**src/rtl/alu_issue_stage.sv**
```systemverilog
// ID/EX issue register: decodes RV32I opcode/funct fields into an ALU operation and registers operands.
// Optional operand forwarding is compiled in with ALU_OPERAND_FORWARD_EN.
module alu_issue_stage #(
  parameter int XLEN = 32
) (
  input  logic            clk,
  input  logic            reset,
  input  logic            flush,
  input  logic            inValid,
  output logic            inReady,
  input  logic [XLEN-1:0] pc,
  input  logic [6:0]      opcode,
  input  logic [2:0]      funct3,
  input  logic            funct7b5,
  input  logic [4:0]      rs1Addr,
  input  logic [4:0]      rs2Addr,
  input  logic [XLEN-1:0] rs1Data,
  input  logic [XLEN-1:0] rs2Data,
  input  logic [XLEN-1:0] imm,
  input  logic [4:0]      rd,
  output logic            outValid,
  input  logic            outReady,
  output logic [XLEN-1:0] in1,
  output logic [XLEN-1:0] in2,
  output logic [3:0]      aluOperation,
  output logic [XLEN-1:0] storeData,
  output logic [4:0]      rdOut,
  output logic            isBranch,
  output logic            illegal,
  input  logic            exMemRegWrite,
  input  logic            memWbRegWrite,
  input  logic [4:0]      exMemRd,
  input  logic [4:0]      memWbRd,
  input  logic [XLEN-1:0] exMemResult,
  input  logic [XLEN-1:0] memWbResult
);

  localparam logic [3:0] ALU_ADD  = 4'd0,  ALU_SUB  = 4'd1,  ALU_AND  = 4'd2,  ALU_OR   = 4'd3;
  localparam logic [3:0] ALU_XOR  = 4'd4,  ALU_SLL  = 4'd5,  ALU_SRL  = 4'd6,  ALU_SRA  = 4'd7;
  localparam logic [3:0] ALU_SLT  = 4'd8,  ALU_SLTU = 4'd9,  ALU_BEQ  = 4'd10, ALU_BNE  = 4'd11;
  localparam logic [3:0] ALU_BLT  = 4'd12, ALU_BGE  = 4'd13, ALU_BLTU = 4'd14, ALU_BGEU = 4'd15;

  localparam logic [6:0] OP_R      = 7'b0110011;
  localparam logic [6:0] OP_I      = 7'b0010011;
  localparam logic [6:0] OP_LOAD   = 7'b0000011;
  localparam logic [6:0] OP_STORE  = 7'b0100011;
  localparam logic [6:0] OP_BRANCH = 7'b1100011;
  localparam logic [6:0] OP_LUI    = 7'b0110111;
  localparam logic [6:0] OP_AUIPC  = 7'b0010111;
  localparam logic [6:0] OP_JAL    = 7'b1101111;
  localparam logic [6:0] OP_JALR   = 7'b1100111;

  logic            valid_reg, valid_next;
  logic [XLEN-1:0] in1_reg, in1_next;
  logic [XLEN-1:0] in2_reg, in2_next;
  logic [XLEN-1:0] store_reg;
  logic [3:0]      op_reg, op_next;
  logic [4:0]      rd_reg;
  logic            branch_reg, branch_next;
  logic            illegal_reg, illegal_next;
  logic            load;
  logic [XLEN-1:0] rs1_val, rs2_val;

`ifdef ALU_OPERAND_FORWARD_EN
  // Newest producer (EX/MEM) wins over MEM/WB; x0 is never forwarded.
  function automatic logic [XLEN-1:0] fwd(input logic [4:0] addr, input logic [XLEN-1:0] rf);
    if (exMemRegWrite && exMemRd == addr && addr != 5'd0)
      return exMemResult;
    else if (memWbRegWrite && memWbRd == addr && addr != 5'd0)
      return memWbResult;
    else
      return rf;
  endfunction

  assign rs1_val = fwd(rs1Addr, rs1Data);
  assign rs2_val = fwd(rs2Addr, rs2Data);
`else
  logic unused_fwd;
  assign unused_fwd = ^{rs1Addr, rs2Addr, exMemRegWrite, memWbRegWrite, exMemRd, memWbRd,
                        exMemResult, memWbResult};
  assign rs1_val = rs1Data;
  assign rs2_val = rs2Data;
`endif

  function automatic logic [3:0] arith_op(input logic [2:0] f3, input logic alt);
    case (f3)
      3'b000:  return alt ? ALU_SUB : ALU_ADD;
      3'b001:  return ALU_SLL;
      3'b010:  return ALU_SLT;
      3'b011:  return ALU_SLTU;
      3'b100:  return ALU_XOR;
      3'b101:  return alt ? ALU_SRA : ALU_SRL;
      3'b110:  return ALU_OR;
      default: return ALU_AND;
    endcase
  endfunction

  assign inReady = !valid_reg || outReady;
  assign load    = inValid && inReady && !flush;

  always_comb begin
    valid_next = valid_reg;
    if (flush)
      valid_next = 1'b0;
    else if (load)
      valid_next = 1'b1;
    else if (outReady)
      valid_next = 1'b0;
  end

  always_comb begin
    op_next      = ALU_ADD;
    in1_next     = '0;
    in2_next     = '0;
    branch_next  = 1'b0;
    illegal_next = 1'b0;
    case (opcode)
      OP_R: begin
        in1_next = rs1_val;
        in2_next = rs2_val;
        op_next  = arith_op(funct3, funct7b5);
      end
      OP_I: begin
        in1_next = rs1_val;
        in2_next = imm;
        op_next  = (funct3 == 3'b000) ? ALU_ADD : arith_op(funct3, funct7b5);
      end
      OP_LOAD, OP_STORE: begin
        in1_next = rs1_val;
        in2_next = imm;
      end
      OP_BRANCH: begin
        case (funct3)
          3'b000:  op_next = ALU_BEQ;
          3'b001:  op_next = ALU_BNE;
          3'b100:  op_next = ALU_BLT;
          3'b101:  op_next = ALU_BGE;
          3'b110:  op_next = ALU_BLTU;
          3'b111:  op_next = ALU_BGEU;
          default: illegal_next = 1'b1;
        endcase
        // An unsupported branch encoding is issued as an inert ADD 0,0.
        if (!illegal_next) begin
          in1_next    = rs1_val;
          in2_next    = rs2_val;
          branch_next = 1'b1;
        end
      end
      OP_LUI:   in2_next = imm;
      OP_AUIPC: begin
        in1_next = pc;
        in2_next = imm;
      end
      OP_JAL, OP_JALR: begin
        in1_next = pc;
        in2_next = XLEN'(4);
      end
      default: illegal_next = 1'b1;
    endcase
  end

  always_ff @(posedge clk) begin
    if (reset) begin
      valid_reg   <= 1'b0;
      in1_reg     <= '0;
      in2_reg     <= '0;
      store_reg   <= '0;
      op_reg      <= ALU_ADD;
      rd_reg      <= '0;
      branch_reg  <= 1'b0;
      illegal_reg <= 1'b0;
    end else begin
      valid_reg <= valid_next;
      if (load) begin
        in1_reg     <= in1_next;
        in2_reg     <= in2_next;
        store_reg   <= rs2_val;
        op_reg      <= op_next;
        rd_reg      <= rd;
        branch_reg  <= branch_next;
        illegal_reg <= illegal_next;
      end
    end
  end

  assign outValid     = valid_reg;
  assign in1          = in1_reg;
  assign in2          = in2_reg;
  assign storeData    = store_reg;
  assign aluOperation = op_reg;
  assign rdOut        = rd_reg;
  assign isBranch     = branch_reg;
  assign illegal      = illegal_reg;

endmodule

```
**config.mk**
```make
export PLATFORM = sky130hd
export DESIGN_NAME = alu_issue_stage
export DESIGN_NICKNAME = d
export VERILOG_FILES = /design/src/rtl/alu_issue_stage.sv
export SDC_FILE = /design/constraint.sdc
export NUM_CORES = 1
export LEC_CHECK = 0
export BUFFER_PORTS_ARGS = -buffer_cell sky130_fd_sc_hd__buf_2
export CORE_AREA = 5 5 131 133
export CTS_CLUSTER_DIAMETER = 200
export DETAILED_ROUTE_END_ITERATION = 7
export DIE_AREA = 0 0 136 138
export MAX_ROUTING_LAYER = met4
export PLACE_DENSITY = 0.72
export SLEW_MARGIN = 20
export SYNTH_ARGS = -nofsm -noshare
export SYNTH_HDL_FRONTEND = slang
export SYNTH_SLANG_ARGS = --single-unit
```
**constraint.sdc**
```tcl
create_clock -name clk -period 2 [get_ports clk]
set_input_delay 0.3 -clock clk [delete_from_list [all_inputs] [get_ports clk]]
set_output_delay 0.3 -clock clk [all_outputs]
set_load 0.1 [all_outputs]
```
==> metrics.md, run 1 <==
| Metric | Value |
|---|---|
| Worst hold path type | `input pin to flop` |
| Dpl cell area | `6310 µm²` |
| Proportion of layout cells with a drive suffix above 1 | `approximately 43%` |
| Wire length of the first global-routing pass | `24.9 mm` |
| Fin util | `42.0%` |
| CTS H-Tree Depth | `3` |
| Floorplan Core Area | `roughly 16,000 µm²` |
| Flip-flop and latch count after synthesis | `around 110` |
| Arrival time of the worst setup path | `around 2000 ps` |
| Reported max-cap violation count | `0` |
| Reg2Reg Launch Point | `outValid$_SDFFE_PP0P_` |
| Routed via count | `~4,900` |
| Detailed Route WL | `roughly 16 mm` |
| Number of enable flip-flop cells after synthesis | `0` |
| Post-synthesis cell area | `4730 µm²` |
| Height of the chip | `between 100 and 150 µm` |
| Post-DR vias/cell | `a little under 5` |
| Top Ports | `between 300 and 400` |
| Required @ worst endpoint | `approximately 2300 ps` |
| Clock Skew | `8.75 ps` |
| Min Clock Period, post-route | `roughly 1700 ps` |
| Leak | `between 3 and 4 nW` |
| Hold WS | `~120 ps` |
| Proportion of power drawn by the clock network | `36.3%` |
| Reg area | `2170 µm²` |
| Die boundary width | `~140 µm` |
| Total Die Area | `around 19,000 µm²` |
| Routed wirelength normalized by instance count | `approximately 16 µm` |
| Net switching component of the power | `0.00141 W` |
| Actual slew at the worst max-slew pin | `around 860 ps` |
| Number of setup violations in the final report | `0` |
| Remaining global-route overflow | `0` |
| Class of the most critical setup path | `flop to flop` |
| Via count of the first global-routing pass | `approximately 4,800` |
| Avg Cell Area, Syn | `between 9 and 10 µm²` |
| Switching share of power | `29.9%` |
| Count of nets left with antenna violations after detail routing | `0` |
| Count of warnings emitted by yosys | `0` |
| Setup repair after global routing missed its margin | `false` |
| Int Power | `~0.0033 W` |
| Design Power | `~0.0047 W` |
| Cts-stage hold buffer count | `0` |
| Starting DRC count in detailed routing | `between 200 and 250` |
| Number of filler cells placed in the layout | `between 1,500 and 2,000` |
| # Post-CTS Setup Buffers | `0` |
| Nets in the synthesized netlist | `761` |
| Commonest non-fill, non-tap cell in the layout | `buf_2` |
| Status | `finished, final reports clean` |
| Seq/Total Area, Yosys | `between 40% and 50%` |
| Type of destination of the critical path | `flop` |
| Beginning of the critical path | `outValid$_SDFFE_PP0P_` |
| Area of combinational cells with multiple inputs | `around 2100 µm²` |
| TritonCTS clock tree | `built` |
| Part of the total power dissipated in combinational logic | `roughly 17%` |
| Post-layout worst setup margin | `between 200 and 300 ps` |
| Top library cells by usage in the layout, fill and taps aside | `buf_2 (257), dfxtp_1 (107), nand2_1 (83)` |
| Number of iterations in the first detailed-routing pass | `4` |
| Pins Over Slew Limit | `0` |
| Peak ir drop on the vdd network | `around 0.36 mV` |
| Period Utilization, post-route | `between 80% and 90%` |
| Number of antenna violations at the first check in global routing | `1` |
| Clock sinks | `about 110` |
| Ys async rst share | `0%` |
| Flip-flop cell with the highest count after synthesis | `dfxtp_1` |
| DRC violations left | `0` |
| Global-route usage over all layers | `roughly 17%` |
| Clock latency on the worst-skew pair | `350 ps` |
| Startpoint kind of the worst setup timing path | `flop` |
| Sequential cell fraction of total power | `between 40% and 50%` |
| Count of endpoints failing hold in the final timing report | `0` |
| Reg clk slew, reported paths | `70 ps` |
| Critical-path maximum fanout | `31` |
| Quantity of gates resized following cts | `0` |
| Number of rows in the core area | `46` |
| Relative slew margins | `between 40% and 50%` |
| Buffer type at the clock tree root | `clkbuf_16` |
| Achievable clock frequency | `between 500 and 600 MHz` |
| # port buffers | `257` |
| Finished Cell Area | `between 6000 and 7000 µm²` |
| Net count of the finished layout | `roughly 1,000` |
| Post-detailed-placement half-perimeter wirelength | `approximately 11 mm` |
| Relative area change from synthesis to final layout | `39.4%` |
| Initial core utilization | `a little under a third` |
| Maximum clock insertion buffer count | `2` |
| Worst Setup Slack post-DPL | `8.13 ps` |
| Source of the worst hold timing path | `flush` |
| Post-Syn Instances | `526` |
| GPL Wtd Cong | `a little under 0.8` |
| Count of distinct cell types in the synthesized netlist | `between 40 and 50` |
| Maximum number of pins on one net before global-route repair | `45` |
| P per Cell Area | `716 nW/µm²` |
| Clock buffers created by TritonCTS | `9` |
## power groups by stage
stage	Clock, W	Combinational (W)	Sequential (W)
2_1_floorplan	0	0.000235	0.00253
3_3_place_gp	0	0.000809	0.00225
3_5_place_dp	0	0.000812	0.00225
4_1_cts	0.00179	0.000814	0.00220
5_1_grt	0.00188	0.000861	0.00221
6_report	0.00172	0.000805	0.00220
## kinds of logic after synthesis
kind of cell           count (synthesis)  synth area share (%)
AOI/OAI and AO/OA                    186                  32.3
buffers and inverters                111                  9.99
DFF                                  108                  45.7
muxes                                  1                 0.211
and+or+nand+nor                      120                  11.8
## metal layers
metal / vias to the layer above / global-route usage (%) / share of wire (%)
li1: 2381 / - / -
met1: 2218 / 19.7 / 41
met2: 232 / 28.4 / 48
met3: 23 / 4.14 / 9.0
met4: 0 / 6.05 / 2.0
met5: - / - / 0
## cell usage after synthesis (all sizes together) (3+ instances only)
cell     instances  share of area [%]
dfxtp          108                 46
nand2           83                6.6
inv             64                5.1
a21oi           42                4.4
o2bb2ai         33                6.1
a32oi           32                5.9
o32ai           32                5.9
a22o            31                6.4
clkbuf          27                2.1
buf             20                2.8
nand3            7               0.74
nand2b           6               0.79
nor2             5               0.45
nor2b            4               0.53
nand3b           3               0.74
o21ai            3               0.32
## final timing paths
check                                  to  slack, ps  cells after the start
max reg2reg          in1[30]$_SDFFE_PP0P_        270                      5
min                 outValid$_SDFFE_PP0P_        120                      2
max                  in1[30]$_SDFFE_PP0P_        270                      5
min reg2reg  aluOperation[2]$_SDFFE_PP0P_        450                      2
## cell type report
class	instances	area share (%)
antenna	1	0.0379
clock buffer	10	3.62
clock inverter	6	0.720
inverter	64	3.70
multi-input combinational	307	32.2
sequential	108	32.8
tap	216	4.09
timing repair buffer	273	22.8
## per-stage QoR
stage	std cells	TNS [ps]
global route	985	0
global placement	968	0
floorplan	526	-5000
detailed placement	968	0
finish	985	0
CTS	984	0
## critical path: stages, from the launching register on
cell and delay, ps:
dfxtp_4 340, nor2b_4 210, nor2_4 80, nor2_4 430, buf_4 430, o2bb2ai_1 160
Note: power is estimated with default switching activity, not from simulation.
==> run 2: changes to the inputs <==
CTS_CLUSTER_DIAMETER = 30   (was 200)
clock period = 1.93 ns   (was 2 ns; I/O delays follow)
==> metrics.md, run 2 (synthesized netlist as in run 1, its figures left out) <==
| Metric | Value |
|---|---|
| Hold Crit Depth | `2 (unchanged)` |
| Total Die Area | `18,800 µm² (unchanged)` |
| Quantity of gates resized following cts | `0 (unchanged)` |
| GPL Wtd Cong | `0.785 (was 0.771)` |
| Clock sinks | `108 (unchanged)` |
| Initial core utilization | `30.1% (unchanged)` |
| Setup repair after global routing missed its margin | `false (unchanged)` |
| Post-detailed-placement half-perimeter wirelength | `11.7 mm (was 11.4 mm)` |
| Die boundary width | `136 µm (unchanged)` |
| Leak | `3.15 nW (was 3.11 nW)` |
| Terminus of the critical flop-to-flop path | `storeData[22]$_SDFFE_PP0P_ (was in1[30]$_SDFFE_PP0P_)` |
| Pins Over Slew Limit | `0 (unchanged)` |
| Height of the chip | `138 µm (unchanged)` |
| Critical-path maximum fanout | `4 (was 31)` |
| Class of the most critical setup path | `flop to primary output (was flop to flop)` |
| Wire length of the first global-routing pass | `25.6 mm (was 24.9 mm)` |
| Clock Skew | `7.87 ps (was 8.75 ps)` |
| Top library cells by usage in the layout, fill and taps aside | `buf_2 (257), dfxtp_1 (107), nand2_1 (83) (unchanged)` |
| Count of nets left with antenna violations after detail routing | `0 (unchanged)` |
| Via count of the first global-routing pass | `4,955 (was 4,799)` |
| # port buffers | `257 (unchanged)` |
| Hold WS | `101 ps (was 118 ps)` |
| Worst hold path type | `input pin to flop (unchanged)` |
| Startpoint kind of the worst setup timing path | `flop (unchanged)` |
| Maximum clock insertion buffer count | `2 (unchanged)` |
| Commonest non-fill, non-tap cell in the layout | `buf_2 (unchanged)` |
| # Post-CTS Setup Buffers | `0 (unchanged)` |
| Dpl cell area | `6340 µm² (was 6310 µm²)` |
| Period Utilization, post-route | `between 80% and 90%` |
| R2R depth | `6 (was 5)` |
| Cts-stage hold buffer count | `0 (unchanged)` |
| Maximum number of pins on one net before global-route repair | `44 (was 45)` |
| Relative slew margins | `42.7% (about the same)` |
| Routed wirelength normalized by instance count | `16.3 µm (was 16.2 µm)` |
| Source of the worst hold timing path | `flush (unchanged)` |
| Proportion of layout cells with a drive suffix above 1 | `43.1% (was 42.7%)` |
| Clock buffers created by TritonCTS | `9 (unchanged)` |
| Number of rows in the core area | `46 (unchanged)` |
| CTS H-Tree Depth | `3 (unchanged)` |
| Min-Delay Endpoint | `outValid$_SDFFE_PP0P_ (unchanged)` |
| Peak ir drop on the vdd network | `0.362 mV (was 0.360 mV)` |
| Buffer type at the clock tree root | `clkbuf_16 (unchanged)` |
| TritonCTS clock tree | `built (unchanged)` |
| Reg clk slew, reported paths | `70 ps (about the same)` |
| Starting DRC count in detailed routing | `182 (was 218)` |
| Status | `finished, final reports clean (unchanged)` |
| Top Ports | `344 (unchanged)` |
| Remaining global-route overflow | `0 (unchanged)` |
| Number of setup violations in the final report | `0 (unchanged)` |
| Worst reg-to-reg setup slack | `380 ps (was 270 ps)` |
| Achievable clock frequency | `617 MHz` |
| Number of iterations in the first detailed-routing pass | `4 (unchanged)` |
| Number of antenna violations at the first check in global routing | `1 (unchanged)` |
| Min Clock Period, post-route | `~1600 ps` |
| Arrival time of the worst setup path | `1330 ps (was 2000 ps)` |
| Type of destination of the critical path | `primary output (was flop)` |
| DRC violations left | `0 (unchanged)` |
| Relative area change from synthesis to final layout | `40.4% (was 39.4%)` |
| Clock latency on the worst-skew pair | `350 ps (about the same)` |
| Final sum of negative setup slack | `0 ps (unchanged)` |
| Reg2Reg Launch Point | `outValid$_SDFFE_PP0P_ (unchanged)` |
| P per Cell Area | `761 nW/µm² (was 716 nW/µm²)` |
| Global-route usage over all layers | `17.4% (was 17.0%)` |
| Post-DR vias/cell | `4.96 (was 4.93)` |
| Floorplan Core Area | `15,700 µm² (unchanged)` |
| Routed via count | `4,913 (was 4,854)` |
| Actual slew at the worst max-slew pin | `855 ps (about the same)` |
| Net count of the finished layout | `1,003 (was 998)` |
| Detailed Route WL | `16.1 mm (was 15.9 mm)` |
| Required @ worst endpoint | `1640 ps (was 2270 ps)` |
| Fin util | `42.3% (was 42.0%)` |
| Count of endpoints failing hold in the final timing report | `0 (unchanged)` |
| Finished Cell Area | `6650 µm² (was 6600 µm²)` |
| Reported max-cap violation count | `0 (unchanged)` |
-- run 2: metal layers --
layer	vias up	GRT usage, %	wire, µm
met3	19	4.46	1320
met2	246	28.7	7650
met5	-	-	0
met1	2258	20.7	6930
met4	0	5.09	256
li1	2390	-	-
-- run 2: worst max path at each step --
stage | start | end | slack, ps | depth (start not counted)
2_1_floorplan | outValid$_SDFFE_PP0P_ | in2[0]$_SDFFE_PP0P_ | -180 | 7
3_3_place_gp | opcode[6] | in1[15]$_SDFFE_PP0P_ | 2 | 5
3_5_place_dp | opcode[6] | in1[27]$_SDFFE_PP0P_ | -40 | 5
4_1_cts | outValid$_SDFFE_PP0P_ | inReady | 280 | 3
5_1_grt | opcode[6] | in1[27]$_SDFFE_PP0P_ | 200 | 5
6_report | outValid$_SDFFE_PP0P_ | inReady | 310 | 3
-- run 2: power by group --
part           switching [W]  internal (W)
clock               0.000880       0.00106
sequential         0.0000182       0.00226
combinational       0.000592      0.000248
total                0.00149       0.00357
-- run 2: critical path, cell delays in order, from the launching register on --
cell	delay (ps)
dfxtp_4	350
nor2b_4	220
clkinvlp_4	120
buf_2	300
-- run 2: stage by stage --
stage / total power (W) / setup slack [ps] / instances
3_3_place_gp: 0.00317 / 2.12 / 973
2_1_floorplan: 0.00286 / -178 / 526
5_1_grt: 0.00527 / 202 / 990
3_5_place_dp: 0.00318 / -40.5 / 973
6_report: 0.00506 / 310 / 990
4_1_cts: 0.00513 / 275 / 989
-- run 2: area by class of cell --
type,count,area (µm²)
Timing Repair Buffer,278,1530
Fill cell,1606,9060
Clock buffer,10,239
Clock inverter,6,70.1
Tap cell,216,270
Antenna cell,1,2.50
Sequential cell,108,2170
Multi-Input combinational cell,307,2130
Inverter,64,244
